[src/rtl/lfsr_roller_pkg.sv]
// Shared definitions for the LFSR roller.
//   state_t   : roller FSM states (S_IDLE, S_ROLL)
//   lfsr_next : one Fibonacci LFSR step, new MSB = XOR of tapped bits,
//               remaining bits shifted right. Operands are zero-extended to
//               32 bits by the caller; width selects where the feedback lands.
package lfsr_roller_pkg;

  typedef enum logic {
    S_IDLE = 1'b0,
    S_ROLL = 1'b1
  } state_t;

  function automatic logic [31:0] lfsr_next(input logic [31:0] cur,
                                            input logic [31:0] taps,
                                            input int unsigned width);
    logic fb;
    fb = ^(cur & taps);
    return (cur >> 1) | (32'(fb) << (width - 1));
  endfunction

endpackage

[src/rtl/lfsr_core.sv]
// Free-running LFSR that advances on every rising clock edge.
//   clk   : clock
//   rst_n : asynchronous active-low reset, loads RESET_VAL
//   state : current LFSR contents
module lfsr_core
  import lfsr_roller_pkg::*;
#(
  parameter int               WIDTH     = 4,
  parameter logic [WIDTH-1:0] TAPS      = 4'b1001,
  parameter logic [WIDTH-1:0] RESET_VAL = '1
) (
  input  logic             clk,
  input  logic             rst_n,
  output logic [WIDTH-1:0] state
);

  logic [WIDTH-1:0] seed_r;
  logic [WIDTH-1:0] seed_w;

  always_comb begin
    seed_w = WIDTH'(lfsr_next(32'(seed_r), 32'(TAPS), WIDTH));
  end

  always_ff @(posedge clk or negedge rst_n) begin
    if (!rst_n) begin
      seed_r <= RESET_VAL;
    end else begin
      seed_r <= seed_w;
    end
  end

  assign state = seed_r;

endmodule

[src/rtl/lfsr_roller.sv]
// Dice-style roller: on start, latches the free-running LFSR value and then
// steps the displayed value STEPS times with linearly growing gaps
// (BASE_GAP, 2*BASE_GAP, ...), so the display visibly slows down.
//   i_clk        : clock
//   i_rst_n      : asynchronous active-low reset
//   i_start      : start / restart a roll (wins over i_stop)
//   i_stop       : abort the running roll, freezing the display
//   o_random_out : displayed value
//   o_busy       : high while rolling
//   o_done       : one-cycle pulse when a roll completes or is aborted
module lfsr_roller
  import lfsr_roller_pkg::*;
#(
  parameter int               WIDTH    = 4,
  parameter logic [WIDTH-1:0] TAPS     = 4'b1001,
  parameter int               STEPS    = 6,
  parameter int               BASE_GAP = 2**23
) (
  input  logic             i_clk,
  input  logic             i_rst_n,
  input  logic             i_start,
  input  logic             i_stop,
  output logic [WIDTH-1:0] o_random_out,
  output logic             o_busy,
  output logic             o_done
);

  // The largest gap limit is BASE_GAP*STEPS-1; size so it never wraps.
  localparam int CNT_BITS = $clog2(longint'(BASE_GAP) * longint'(STEPS) + 1);
  localparam int IDX_BITS = $clog2(STEPS + 1);

  logic [WIDTH-1:0]    seed;

  state_t              state_r,  state_w;
  logic [WIDTH-1:0]    out_r,    out_w;
  logic [CNT_BITS-1:0] gap_r,    gap_w;
  logic [IDX_BITS-1:0] step_r,   step_w;
  logic                busy_r,   busy_w;
  logic                done_r,   done_w;
  logic [CNT_BITS-1:0] gap_limit;

  lfsr_core #(
    .WIDTH    (WIDTH),
    .TAPS     (TAPS),
    .RESET_VAL({WIDTH{1'b1}})
  ) u_seed (
    .clk  (i_clk),
    .rst_n(i_rst_n),
    .state(seed)
  );

  always_comb begin
    state_w = state_r;
    out_w   = out_r;
    gap_w   = gap_r;
    step_w  = step_r;
    done_w  = 1'b0;
    // Step k fires once the counter has run BASE_GAP*(k+1) cycles.
    gap_limit = CNT_BITS'(BASE_GAP) * CNT_BITS'(step_r + IDX_BITS'(1))
                - CNT_BITS'(1);

    case (state_r)
      S_IDLE: begin
        if (i_start) begin
          out_w   = seed;
          gap_w   = '0;
          step_w  = '0;
          state_w = S_ROLL;
        end
      end
      S_ROLL: begin
        if (i_start) begin
          // Restart outranks abort and any step due this cycle.
          out_w  = seed;
          gap_w  = '0;
          step_w = '0;
        end else if (i_stop) begin
          state_w = S_IDLE;
          gap_w   = '0;
          step_w  = '0;
          done_w  = 1'b1;
        end else if (gap_r == gap_limit) begin
          out_w  = WIDTH'(lfsr_next(32'(out_r), 32'(TAPS), WIDTH));
          gap_w  = '0;
          step_w = step_r + IDX_BITS'(1);
          if (step_r == IDX_BITS'(STEPS - 1)) begin
            state_w = S_IDLE;
            step_w  = '0;
            done_w  = 1'b1;
          end
        end else begin
          gap_w = gap_r + CNT_BITS'(1);
        end
      end
      default: state_w = S_IDLE;
    endcase

    busy_w = (state_w == S_ROLL);
  end

  always_ff @(posedge i_clk or negedge i_rst_n) begin
    if (!i_rst_n) begin
      state_r <= S_IDLE;
      out_r   <= '0;
      gap_r   <= '0;
      step_r  <= '0;
      busy_r  <= 1'b0;
      done_r  <= 1'b0;
    end else begin
      state_r <= state_w;
      out_r   <= out_w;
      gap_r   <= gap_w;
      step_r  <= step_w;
      busy_r  <= busy_w;
      done_r  <= done_w;
    end
  end

  assign o_random_out = out_r;
  assign o_busy       = busy_r;
  assign o_done       = done_r;

endmodule

[config.mk]
export PLATFORM = sky130hd
export DESIGN_NAME = lfsr_roller
export DESIGN_NICKNAME = d
export VERILOG_FILES = /design/src/rtl/lfsr_roller_pkg.sv /design/src/rtl/lfsr_core.sv /design/src/rtl/lfsr_roller.sv
export SDC_FILE = /design/constraint.sdc
export NUM_CORES = 1
export LEC_CHECK = 0
export BUFFER_PORTS_ARGS = -buffer_cell sky130_fd_sc_hd__buf_2
export CORE_UTILIZATION = 58
export CTS_CLUSTER_SIZE = 16
export DETAILED_ROUTE_END_ITERATION = 6
export GPL_ROUTABILITY_DRIVEN = 1
export PLACE_DENSITY = 0.75
export REMOVE_ABC_BUFFERS = 1
export SLEW_MARGIN = 20
export SYNTH_ARGS = -nofsm -noshare
export SYNTH_HDL_FRONTEND = slang
export SYNTH_HIERARCHICAL = 1
export SYNTH_SLANG_ARGS = --single-unit
[constraint.sdc]
create_clock -name i_clk -period 4.83 [get_ports i_clk]
set_input_delay 0.966 -clock i_clk [delete_from_list [all_inputs] [get_ports i_clk]]
set_output_delay 0.966 -clock i_clk [all_outputs]
set_load 0.1 [all_outputs]
==> results of run 1 <==
## how the worst min path moves through the flow
stage / startpoint / end / slack [ps] / cells after the start
6_report: u_seed/state[2] / u_seed/state[1] / 380 / 0
2_1_floorplan: u_seed/state[2] / u_seed/state[1] / 350 / 0
4_1_cts: u_seed/state[1] / u_seed/state[0] / 380 / 0
3_5_place_dp: u_seed/state[2] / u_seed/state[1] / 360 / 0
5_1_grt: u_seed/state[1] / u_seed/state[0] / 380 / 0
3_3_place_gp: u_seed/state[2] / u_seed/state[1] / 360 / 0
## final cells by class
| cell class | instances | area (sq um) |
|---|---|---|
| inverters | 5 | 18.8 |
| flip-flops and latches | 39 | 981 |
| clock buffers | 5 | 37.5 |
| fillers | 283 | 1180 |
| multi-input cells | 155 | 1060 |
| well taps | 46 | 57.6 |
| clock inverters | 3 | 15.0 |
| repair buffers | 9 | 45.0 |
## cells by family (layout without fill, tap and decap cells)
logic type,after synthesis,after routing
buffers and inverters,12,22
and+or+nand+nor,100,100
AOI/OAI and AO/OA,22,22
xor gates and xnor gates,26,26
adders and majority gates,4,4
DFF,39,39
muxes,3,3
## routing by layer
metal  track usage (%)  vias up  wire (um)  share of wire [%]
li1                  -      738          -                  -
met1              31.6      735       1860                 48
met2              36.0       18       1820                 47
met3              5.15        6        104                2.7
met4              9.30        0         67                1.7
met5                 0        -          0                  0
## synthesized netlist by cell type, types with 3 or more instances
master,count
nand3_2,3
clkbuf_1,3
dfstp_2,4
xnor2_1,9
nor4_1,3
inv_1,5
buf_4,4
nand2_1,20
nor3_1,3
ha_1,4
dfrtp_1,35
o21ai_0,5
a21oi_1,6
nor2_1,34
nand3_1,11
mux2i_1,3
nand4_1,6
xor2_1,16
## where the power goes
group          internal, mW  leakage (nW)  switching, mW
clock                0.0542        0.0347          0.108
combinational       0.00715         0.450         0.0396
sequential            0.330         0.521        0.00409
total                 0.391          1.01          0.152
## registers in the layout (all words and copies together), names as in the netlist
name          cells
o_done            1
o_busy            1
step_r            3
gap_r            26
u_seed/state      4
o_random_out      4
## stage by stage
step	setup slack [ps]	util (%)	area (sq um)	hold slack, ps	power, mW
floorplan	2420	-	2060	354	0.371
global placement	2210	63.8	2160	359	0.386
detailed placement	2080	63.8	2160	361	0.387
CTS	2470	65.3	2210	379	0.549
global route	2260	65.3	2210	382	0.567
finish	2470	65.3	2210	380	0.543
==> results.md, run 1 <==
* Gr usage total at 23.2%
* WL final at 3850 um
* Syn Inst Count at 206
* YS warnings at 6
* Routed Antenna Nets at 0
* Req. time, crit path at 5130 ps
* Post-Layout Cell Count at 262
* Clk buf depth at 2
* Max stage delay on crit path at 570 ps
* Syn Area/Cell at 10.2 sq um
* CP top delay family: simple AND/OR/NAND/NOR gates
* Iter 0 DRT Violations at 103
* Main combinational cell family by area after synthesis: simple AND/OR/NAND/NOR gates
* Yosys reg bits at 39
* Reg2reg end: step_r[2]
* IO Port Bufs at 9
* Area grow syn2layout at 5.42%
* CTS tree: yes
* Clock latency on the worst-skew pair at 350 ps
* Worst setup path startpoint: step_r[0]
* Post-synth EDFFs at 0
* Crit path kind: register to register
* CTS buffer count at 5
* Chip height at 62.2 um
* Worst slew pin tran at 855 ps
* Max Cap Viol at 0
* Synth Area in Simple Gates at 28.2%
* Crit-path max FO at 7
* Worst Hold Class: register to register
* Max VDD drop at 0.000221 V
* Final Slew Violations at 0
* Status: complete, no violations
* Primary FF master, synth: dfrtp_1
* CTS Sinks at 39
* Asr flop ratio synth at 100%
* # Post-CTS Setup Buffers at 0
* Inst Count DP at 254
* Synth area leader: dfrtp_1
* Yosys cell types at 42
* Drt drc at 0
* PD cells at 246 nW/um^2
* Site Rows at 21
* Initial Utilization at 61.9%
* Die W at 62.2 um
* Top Ports at 10
* Clk pin slew, worst setup/hold paths at 120 ps
* H-tree levels at 2
* Slowest-stage cell, CP: or4b_1
* Final clock skew at 14.3 ps
* Final Hold Viols at 0
* Initial antenna violation count at 0
* Root Buffer: clkbuf_4
* Pre-antenna DRT Iters at 4
* Worst setup endpoint: step_r[2]
* DR WL/cell at 14.7 um
* Post-Synth Adder-Cell Area at 2.38%
* Post-Synth XOR/XNOR Area at 11.6%
* Compound-Gate Fraction of Synth Area at 6.73%
* Number of diodes at 0
* Setup Viol. Count Final at 0
* Layout Nets at 223
* FMAX at 424 MHz
* Commonest non-fill, non-tap cell in the layout: dfrtp_1
* CP endpoint kind: register
* Final Critical Period at 2360 ps
* Die footprint at 3860 sq um
* Register area share after synthesis at 46.7%
* Grt total ovfl at 0
* CP startpoint kind: register
* DP HPWL at 2790 um
* CP bufs+invs at 0
* Dominant cells by area after synthesis: dfrtp_1 (42%), xor2_1 (6.7%), nor2_1 (6.1%), dfstp_2 (5.0%), xnor2_1 (3.8%)
* RSZ-0062 raised after global routing: no
* Leakage at 1.01 nW
* Post_cts resized at 0
* Most frequent cells in the layout: dfrtp_1 (35), nor2_1 (34), nand2_1 (20), xor2_1 (16), nand3_1 (11)
* Vias in the first global route at 1516
* Synthesized cell area at 2100 sq um
* GPL Wtd Cong at 0.804
* Critical path data arrival time at 2660 ps
* First-pass GRT wire length at 6970 um
* Max_slew headroom at 43.0%
* WP depth at 6
* Share of layout cells above drive strength 1 at 17.1%
* Final worst-path cycle share at 48.8%
* Worst reg-to-reg path cell count at 6
* CP cell instances: ha_1 -> xor2_1 -> xnor2_1 -> nand4_1 -> or4b_1 -> nand3_1
* FF-to-FF setup slack at 2470 ps
* Core area at 3390 sq um
* Vias at 1497
* Mux cell area share after synthesis at 1.43%
* Critical R2R Launch: step_r[0]
* Hold_buf cts at 0
* DR vias/cell at 5.71
* Largest net degree at the start of global routing at 40
* TNS Setup at 0 ps
* Area share of the largest cell type after synthesis at 41.7%
Note: power is estimated with default switching activity, not from simulation.
==> run 2, diff against run 1 <==
--- a/config.mk
+++ b/config.mk
@@ -5,6 +5,7 @@
 export SDC_FILE = /design/constraint.sdc
 export NUM_CORES = 1
 export LEC_CHECK = 0
+export ABC_AREA = 1
 export BUFFER_PORTS_ARGS = -buffer_cell sky130_fd_sc_hd__buf_2
 export CORE_UTILIZATION = 58
 export CTS_CLUSTER_SIZE = 16
==> constraint.sdc (replaced) <==
create_clock -name i_clk -period 2.33 [get_ports i_clk]
set_input_delay 0.466 -clock i_clk [delete_from_list [all_inputs] [get_ports i_clk]]
set_output_delay 0.466 -clock i_clk [all_outputs]
set_load 0.1 [all_outputs]
==> run 2 against run 1 <==
Net effect: synthesized area grew 9.6%; register-to-register slack lost 2100 ps; synthesized cell count grew 52%; via count grew 33%; core utilization grew 0.24 points; die area grew 9.3%; routed wire length grew 19%; cell count grew 43%; power grew 130%; highest routed layer unchanged.
==> results.md, run 2 <==
* Status: complete, no violations
* Root Buffer: clkbuf_8
* Yosys reg bits at 39 (unchanged)
* Max_slew headroom at 42.7% (-0.29 points)
* CP startpoint kind: register
* H-tree levels at 2 (unchanged)
* DP HPWL at 3360 um (+21%)
* Largest net degree at the start of global routing at 40 (unchanged)
* Iter 0 DRT Violations at 140 (+36%)
* Crit-path max FO at 18 (+11)
* Final Slew Violations at 0 (unchanged)
* Main combinational cell family by area after synthesis: simple AND/OR/NAND/NOR gates
* YS warnings at 6 (unchanged)
* Worst Hold Class: input pin to asynchronous set/reset pin
* Req. time, crit path at 2510 ps (-2620 ps)
* # fillers at 354 (+25%)
* Yosys cell types at 28 (-33%)
* IO Port Bufs at 9 (unchanged)
* RSZ-0062 raised after global routing: no
* Pwr Total at 1.24 mW (+130%)
* CTS Sinks at 39 (unchanged)
* CTS buffer count at 5 (unchanged)
* Clk buf depth at 2 (unchanged)
* Primary FF master, synth: dfrtp_1
* Area share of the largest cell type after synthesis at 38.1% (-3.7 points)
* Hold_buf cts at 0 (unchanged)
* Max stage delay on crit path at 480 ps (-90 ps)
* Synth area leader: dfrtp_1
* Crit path kind: register to register
* Max VDD drop at 0.000411 V (+86%)
* Clk pin slew, worst setup/hold paths at 80 ps (-40 ps)
* Final clock skew at 6.53 ps (-7.77 ps)
* Post-Synth XOR/XNOR Area at 6.09% (-5.5 points)
* Final Critical Period at 1920 ps (-440 ps)
* Register area share after synthesis at 42.6% (-4.1 points)
* Asr flop ratio synth at 100% (unchanged)
* Synth Area in Simple Gates at 39.3% (+11 points)
* Top Ports at 10 (unchanged)
* CP cell instances: ha_1 -> inv_1 -> nand2_1 -> nand2_1 -> nand2_1 -> nand2_1 -> nor2_2 -> nand3_2 -> nand2_4 -> nand2_4 -> clkinv_4 -> nor2_1
* Area grow syn2layout at 6.63%
* CP endpoint kind: register
* Routed Antenna Nets at 0 (unchanged)
* Grt total ovfl at 0 (unchanged)
* CP most frequent cell: nand2_1
* Commonest non-fill, non-tap cell in the layout: nand2_1
* Layout Nets at 333 (+49%)
* Max Cap Viol at 0 (unchanged)
* CP top delay family: simple AND/OR/NAND/NOR gates
* Number of diodes at 0 (unchanged)
* Synthesized cell area at 2300 sq um (+9.6%)
* First-pass GRT wire length at 8000 um (+15%)
* CP bufs+invs at 2 (+2)
* Vias at 1993 (+33%)
* Compound-Gate Fraction of Synth Area at 2.12% (-4.6 points)
* Chip height at 65.0 um (+4.5%)
* GPL Wtd Cong at 0.875 (+8.9%)
* Dominant cells by area after synthesis: dfrtp_1 (38%), nand2_1 (16%), nor2_1 (7.7%), nand3_1 (5.7%), inv_1 (5.4%)
* Die footprint at 4220 sq um (+9.3%)
* Most frequent cells in the layout: nand2_1 (98), nor2_1 (47), dfrtp_1 (35), inv_1 (33), nand3_1 (26)
* WL final at 4590 um (+19%)
* Setup Viol. Count Final at 0 (unchanged)
* Clock latency on the worst-skew pair at 290 ps (-60 ps)
* Drt drc at 0 (unchanged)
* Top cells by count, synth: nand2_1 (98), nor2_1 (47), dfrtp_1 (35)
* TNS Setup at 0 ps (unchanged)
* Initial Utilization at 61.5% (-0.48 points)
* Initial antenna violation count at 0 (unchanged)
* Top reg by flops: gap_r
* Gr usage total at 25.3% (+2.1 points)
* Share of layout cells above drive strength 1 at 11.0% (-6.1 points)
* PD cells at 503 nW/um^2 (+110%)
* CTS tree: yes
* Worst slew pin tran at 859 ps (+4.38 ps)
* Post-Synth Adder-Cell Area at 2.18% (-0.21 points)
* Max FFs per register at 26 (unchanged)
* Syn Inst Count at 314 (+52%)
* DR vias/cell at 5.33 (-6.7%)
* Critical path data arrival time at 2100 ps (-560 ps)
* FMAX at 521 MHz (+23%)
* Core area at 3740 sq um (+10%)
* Count leader, synth: nand2_1
* Syn Area/Cell at 7.33 sq um (-28%)
* Site Rows at 22 (+4.8%)
* Mux cell area share after synthesis at 0% (-1.4 points)
* Vias in the first global route at 1807 (+19%)
* DR WL/cell at 12.3 um (-17%)
* Slowest-stage cell, CP: dfrtp_1
* Final worst-path cycle share at 82.4% (+34 points)
* Post-synth EDFFs at 0 (unchanged)
* Post_cts resized at 0 (unchanged)
* Die W at 65.0 um (+4.5%)
* # Post-CTS Setup Buffers at 0 (unchanged)
* Final Hold Viols at 0 (unchanged)
* Pre-antenna DRT Iters at 6 (+2)
* Leakage at 1.17 nW (+16%)
run 2: cell types whose count changed in the layout (fill, tap and decap cells not counted), sizes merged, moves of 3 or more:
cell   delta
nor4      -5
nor3      +5
nand3    +13
xor2     -10
mux2i     -3
nor2     +21
a21oi     -4
inv      +28
nand2    +83
run 2: final cells by class:
cell class              instances  area, sq um  share of cell area [%]
multi-input cells             235         1140                    46.6
flip-flops and latches         39          981                    40.0
inverters                      35          136                    5.56
clock buffers                   5         68.8                    2.80
well taps                      48         60.1                    2.45
repair buffers                  9         45.0                    1.84
clock inverters                 3         20.0                   0.816
run 2: through the flow:
step	instances	setup WS [ps]	util (%)	area, sq um	hold WS (ps)
4_1_cts	374	421	65.5	2450	312
3_3_place_gp	366	499	63.2	2360	356
3_5_place_dp	366	438	63.2	2360	357
6_report	374	411	65.5	2450	279
5_1_grt	374	266	65.5	2450	365
2_1_floorplan	309	312	-	2260	170
run 2: cells by family after synthesis:
logic type               after synthesis
AND/OR/NAND/NOR                      206
buffers and inverters                 40
flip-flops                            39
XOR/XNOR                              16
AO/OA/AOI/OAI                          9
adder cells (fa/ha/maj)                4
run 2: worst paths after layout:
kind	from	to	slack, ps	cells past startpoint
worst max-delay path	step_r[0]	gap_r[22]	410	12
worst max register to register	step_r[0]	gap_r[22]	410	12
max in group asynchronous	i_rst_n	gap_r[1]	1520	1
min in group i_clk	u_seed/state[2]	u_seed/state[1]	370	0
worst min-delay path	i_rst_n	gap_r[13]	280	1
worst min register to register	u_seed/state[2]	u_seed/state[1]	370	0
run 2: routing by layer:
metal  global-route usage, %  part of all wire (%)
met1                    35.2                    48
met4                    11.1                   1.4
met2                    38.9                    45
met3                    3.70                   5.1
met5                       0                     0
run 2: where the power goes:
| part | internal [mW] | switching [mW] |
|---|---|---|
| clock | 0.208 | 0.246 |
| combinational | 0.0190 | 0.0726 |
| sequential | 0.682 | 0.00669 |
==> run 3, diff against run 2 <==
--- a/config.mk
+++ b/config.mk
@@ -7,11 +7,11 @@
 export LEC_CHECK = 0
 export ABC_AREA = 1
 export BUFFER_PORTS_ARGS = -buffer_cell sky130_fd_sc_hd__buf_2
-export CORE_UTILIZATION = 58
+export CORE_UTILIZATION = 55
 export CTS_CLUSTER_SIZE = 16
 export DETAILED_ROUTE_END_ITERATION = 6
 export GPL_ROUTABILITY_DRIVEN = 1
-export PLACE_DENSITY = 0.75
+export PLACE_DENSITY = 0.74
 export REMOVE_ABC_BUFFERS = 1
 export SLEW_MARGIN = 20
 export SYNTH_ARGS = -nofsm -noshare
==> constraint.sdc (replaced) <==
create_clock -name i_clk -period 1.7 [get_ports i_clk]
set_input_delay 0.34 -clock i_clk [delete_from_list [all_inputs] [get_ports i_clk]]
set_output_delay 0.34 -clock i_clk [all_outputs]
set_load 0.1 [all_outputs]
==> run 3 against run 2 <==
Net effect: the flow now finishes with violations (setup timing); flip-flop and latch count is the same; critical path depth grew 1; non-clock buffer count grew 17; worst hold slack lost 210 ps; register-to-register slack lost 430 ps; sequential share of layout area shrank 4.5 points; final area grew 13%; via count grew 5.4%; sequential power grew 37%; maximum frequency grew 12%; cell count grew 5.6%; clock-buffer cell count is the same; critical endpoint is now step_r[2]; largest cell class unchanged; largest power group unchanged.
==> results.md, run 3 (synthesis results as in run 2) <==
* Status: finished with violations
* Failing checks: setup timing
* DR WL/cell at 13.5 um (+11%)
* Die footprint at 4450 sq um (+5.3%)
* Worst slew pin tran at 650 ps (-209 ps)
* Drt drc at 0 (unchanged)
* Final design utilization at 69.2% (+3.6 points)
* Final Hold Viols at 0 (unchanged)
* Initial Utilization at 57.5% (-3.9 points)
* Slowest-stage cell, CP: dfrtp_1
* Leakage at 1.29 nW (+10%)
* Site Rows at 23 (+4.5%)
* CP most frequent cell: nand2_2
* Critical path data arrival time at 1950 ps (-150 ps)
* Worst setup path startpoint: step_r[1]
* PD cells at 695 nW/um^2 (+38%)
* Routed Antenna Nets at 0 (unchanged)
* Core area at 4000 sq um (+6.9%)
* WL final at 5350 um (+17%)
* Most frequent cells in the layout: nand2_1 (86), nor2_1 (42), dfrtp_1 (34), inv_1 (31), nand3_1 (24)
* Iter 0 DRT Violations at 171 (+22%)
* Number of diodes at 0 (unchanged)
* FMAX at 582 MHz (+12%)
* Crit path kind: register to register
* Critical R2R Launch: step_r[1]
* Max FFs per register at 26 (unchanged)
* CP endpoint kind: register
* H-tree levels at 2 (unchanged)
* Worst slack, placed at -128 ps (-566 ps)
* Share of layout cells above drive strength 1 at 23.8% (+13 points)
* Sequential cell area at 982 sq um (+0.13%)
* Vias in the first global route at 1948 (+7.8%)
* Crit-path max FO at 4 (-14)
* Final Slew Violations at 0 (unchanged)
* Area grow syn2layout at 20.2%
* Req. time, crit path at 1930 ps (-580 ps)
* CTS tree: yes
* Clk pin slew, worst setup/hold paths at 90 ps (about the same)
* DP HPWL at 3610 um (+7.4%)
* TNS Setup at -62.5 ps (-62.5 ps)
* Final worst-path cycle share at 101% (+19 points)
* Final Critical Period at 1720 ps (-202 ps)
* Worst Hold Class: input pin to asynchronous set/reset pin
* Gr usage total at 25.6% (+0.25 points)
* Grt total ovfl at 0 (unchanged)
* Max Cap Viol at 0 (unchanged)
* Max VDD drop at 0.000413 V (+0.38%)
* Initial antenna violation count at 0 (unchanged)
* IO Port Bufs at 9 (unchanged)
* Setup Viol. Count Final at 10 (+10)
* CP startpoint kind: register
* Die W at 66.7 um (+2.6%)
* # fillers at 322 (-9.0%)
* Chip height at 66.7 um (+2.6%)
* Largest net degree at the start of global routing at 30 (-25%)
* Max stage delay on crit path at 410 ps (-70 ps)
* DR vias/cell at 5.32 (-0.19%)
* CTS Sinks at 39 (unchanged)
* Final clock skew at 7.25 ps (+0.713 ps)
* CP cell instances: inv_2 -> ha_4 -> inv_2 -> nand2_2 -> nand2_2 -> nand2_2 -> nand2_2 -> nor2_4 -> nand3_2 -> nand2_4 -> buf_4 -> nand3_1 -> nand2_1
* Commonest non-fill, non-tap cell in the layout: nand2_1
* GPL Wtd Cong at 0.861 (-1.6%)
* Max_slew headroom at 56.7% (+14 points)
* CTS buffer count at 5 (unchanged)
* Placed Area at 2480 sq um (+4.9%)
* Top Ports at 10 (unchanged)
* Multi-input logic area at 1270 sq um (+11%)
* Pre-antenna DRT Iters at 4 (-2)
* WHS at 66.4 ps (-212 ps)
* First-pass GRT wire length at 8580 um (+7.3%)
* Root Buffer: clkbuf_8
* Final worst setup slack at -17.1 ps (-428 ps)
* Top reg by flops: gap_r
* Vias at 2101 (+5.4%)
* RSZ-0062 raised after global routing: yes
* Clk buf depth at 2 (unchanged)
* Post-route cell area at 2770 sq um (+13%)
* Layout Nets at 352 (+5.7%)
* Clock latency on the worst-skew pair at 290 ps (about the same)
-- run 3: changes by cell type in the layout (fill, tap and decap cells not counted), sizes merged --
cell | before | now
buf | 9 | 26
bufinv | 0 | 1
clkinv | 3 | 5
clkinvlp | 2 | 0
nand2 | 103 | 104
-- run 3: stage by stage --
stage / instances / total power [mW]
6_report: 395 / 1.92
5_1_grt: 395 / 1.99
4_1_cts: 395 / 1.91
3_5_place_dp: 383 / 1.11
3_3_place_gp: 383 / 1.10
2_1_floorplan: 309 / 1.05
-- run 3: critical path, delay by kind of cell, from the launching register on --
kind                     cells  cell delay (ps)
adder cells (fa/ha/maj)      1              280
flip-flops                   1              410
buffers and inverters        3              260
AND/OR/NAND/NOR              9              720
-- run 3: path summary, 6_finish.rpt --
path	cells past startpoint	endpoint	slack (ps)
setup / recovery	13	step_r[2]	-20
hold / removal	1	gap_r[21]	70
setup reg to reg	13	step_r[2]	-20
hold reg to reg	0	u_seed/state[0]	370
max in group asynchronous	2	o_busy	1070
min in group i_clk	3	o_done	320
-- run 3: final cells by class --
class | instances | area share [%]
timing repair inverter | 1 | 0.588
multi-input combinational | 236 | 46.0
clock inverter | 3 | 1.58
clock buffer | 5 | 2.49
tap | 50 | 2.26
sequential | 39 | 35.5
inverter | 35 | 5.20
timing repair buffer | 26 | 6.38
-- run 3: timing repair --
action,CTS,global route
pin swaps,2,3
cloned,2,0
hold buffers,0,0
gates resized for setup,13,23
setup buffers,2,0
setup endpoints to repair,31,35
-- run 3: routing by layer --
layer  routed length [um]  track usage [%]  up-vias  share of wire, %
met5                    0                0        -                 0
met4                  114             6.91        0               2.1
met3                  364             5.31       12               6.8
met2                 2560             42.4       81                48
met1                 2310             33.5      968                43
li1                     -                -     1040                 -
-- run 3: where the power goes --
| group | switching, mW | internal (mW) |
|---|---|---|
| Combinational | 0.132 | 0.0547 |
| Clock | 0.355 | 0.438 |
| Sequential | 0.00795 | 0.935 |
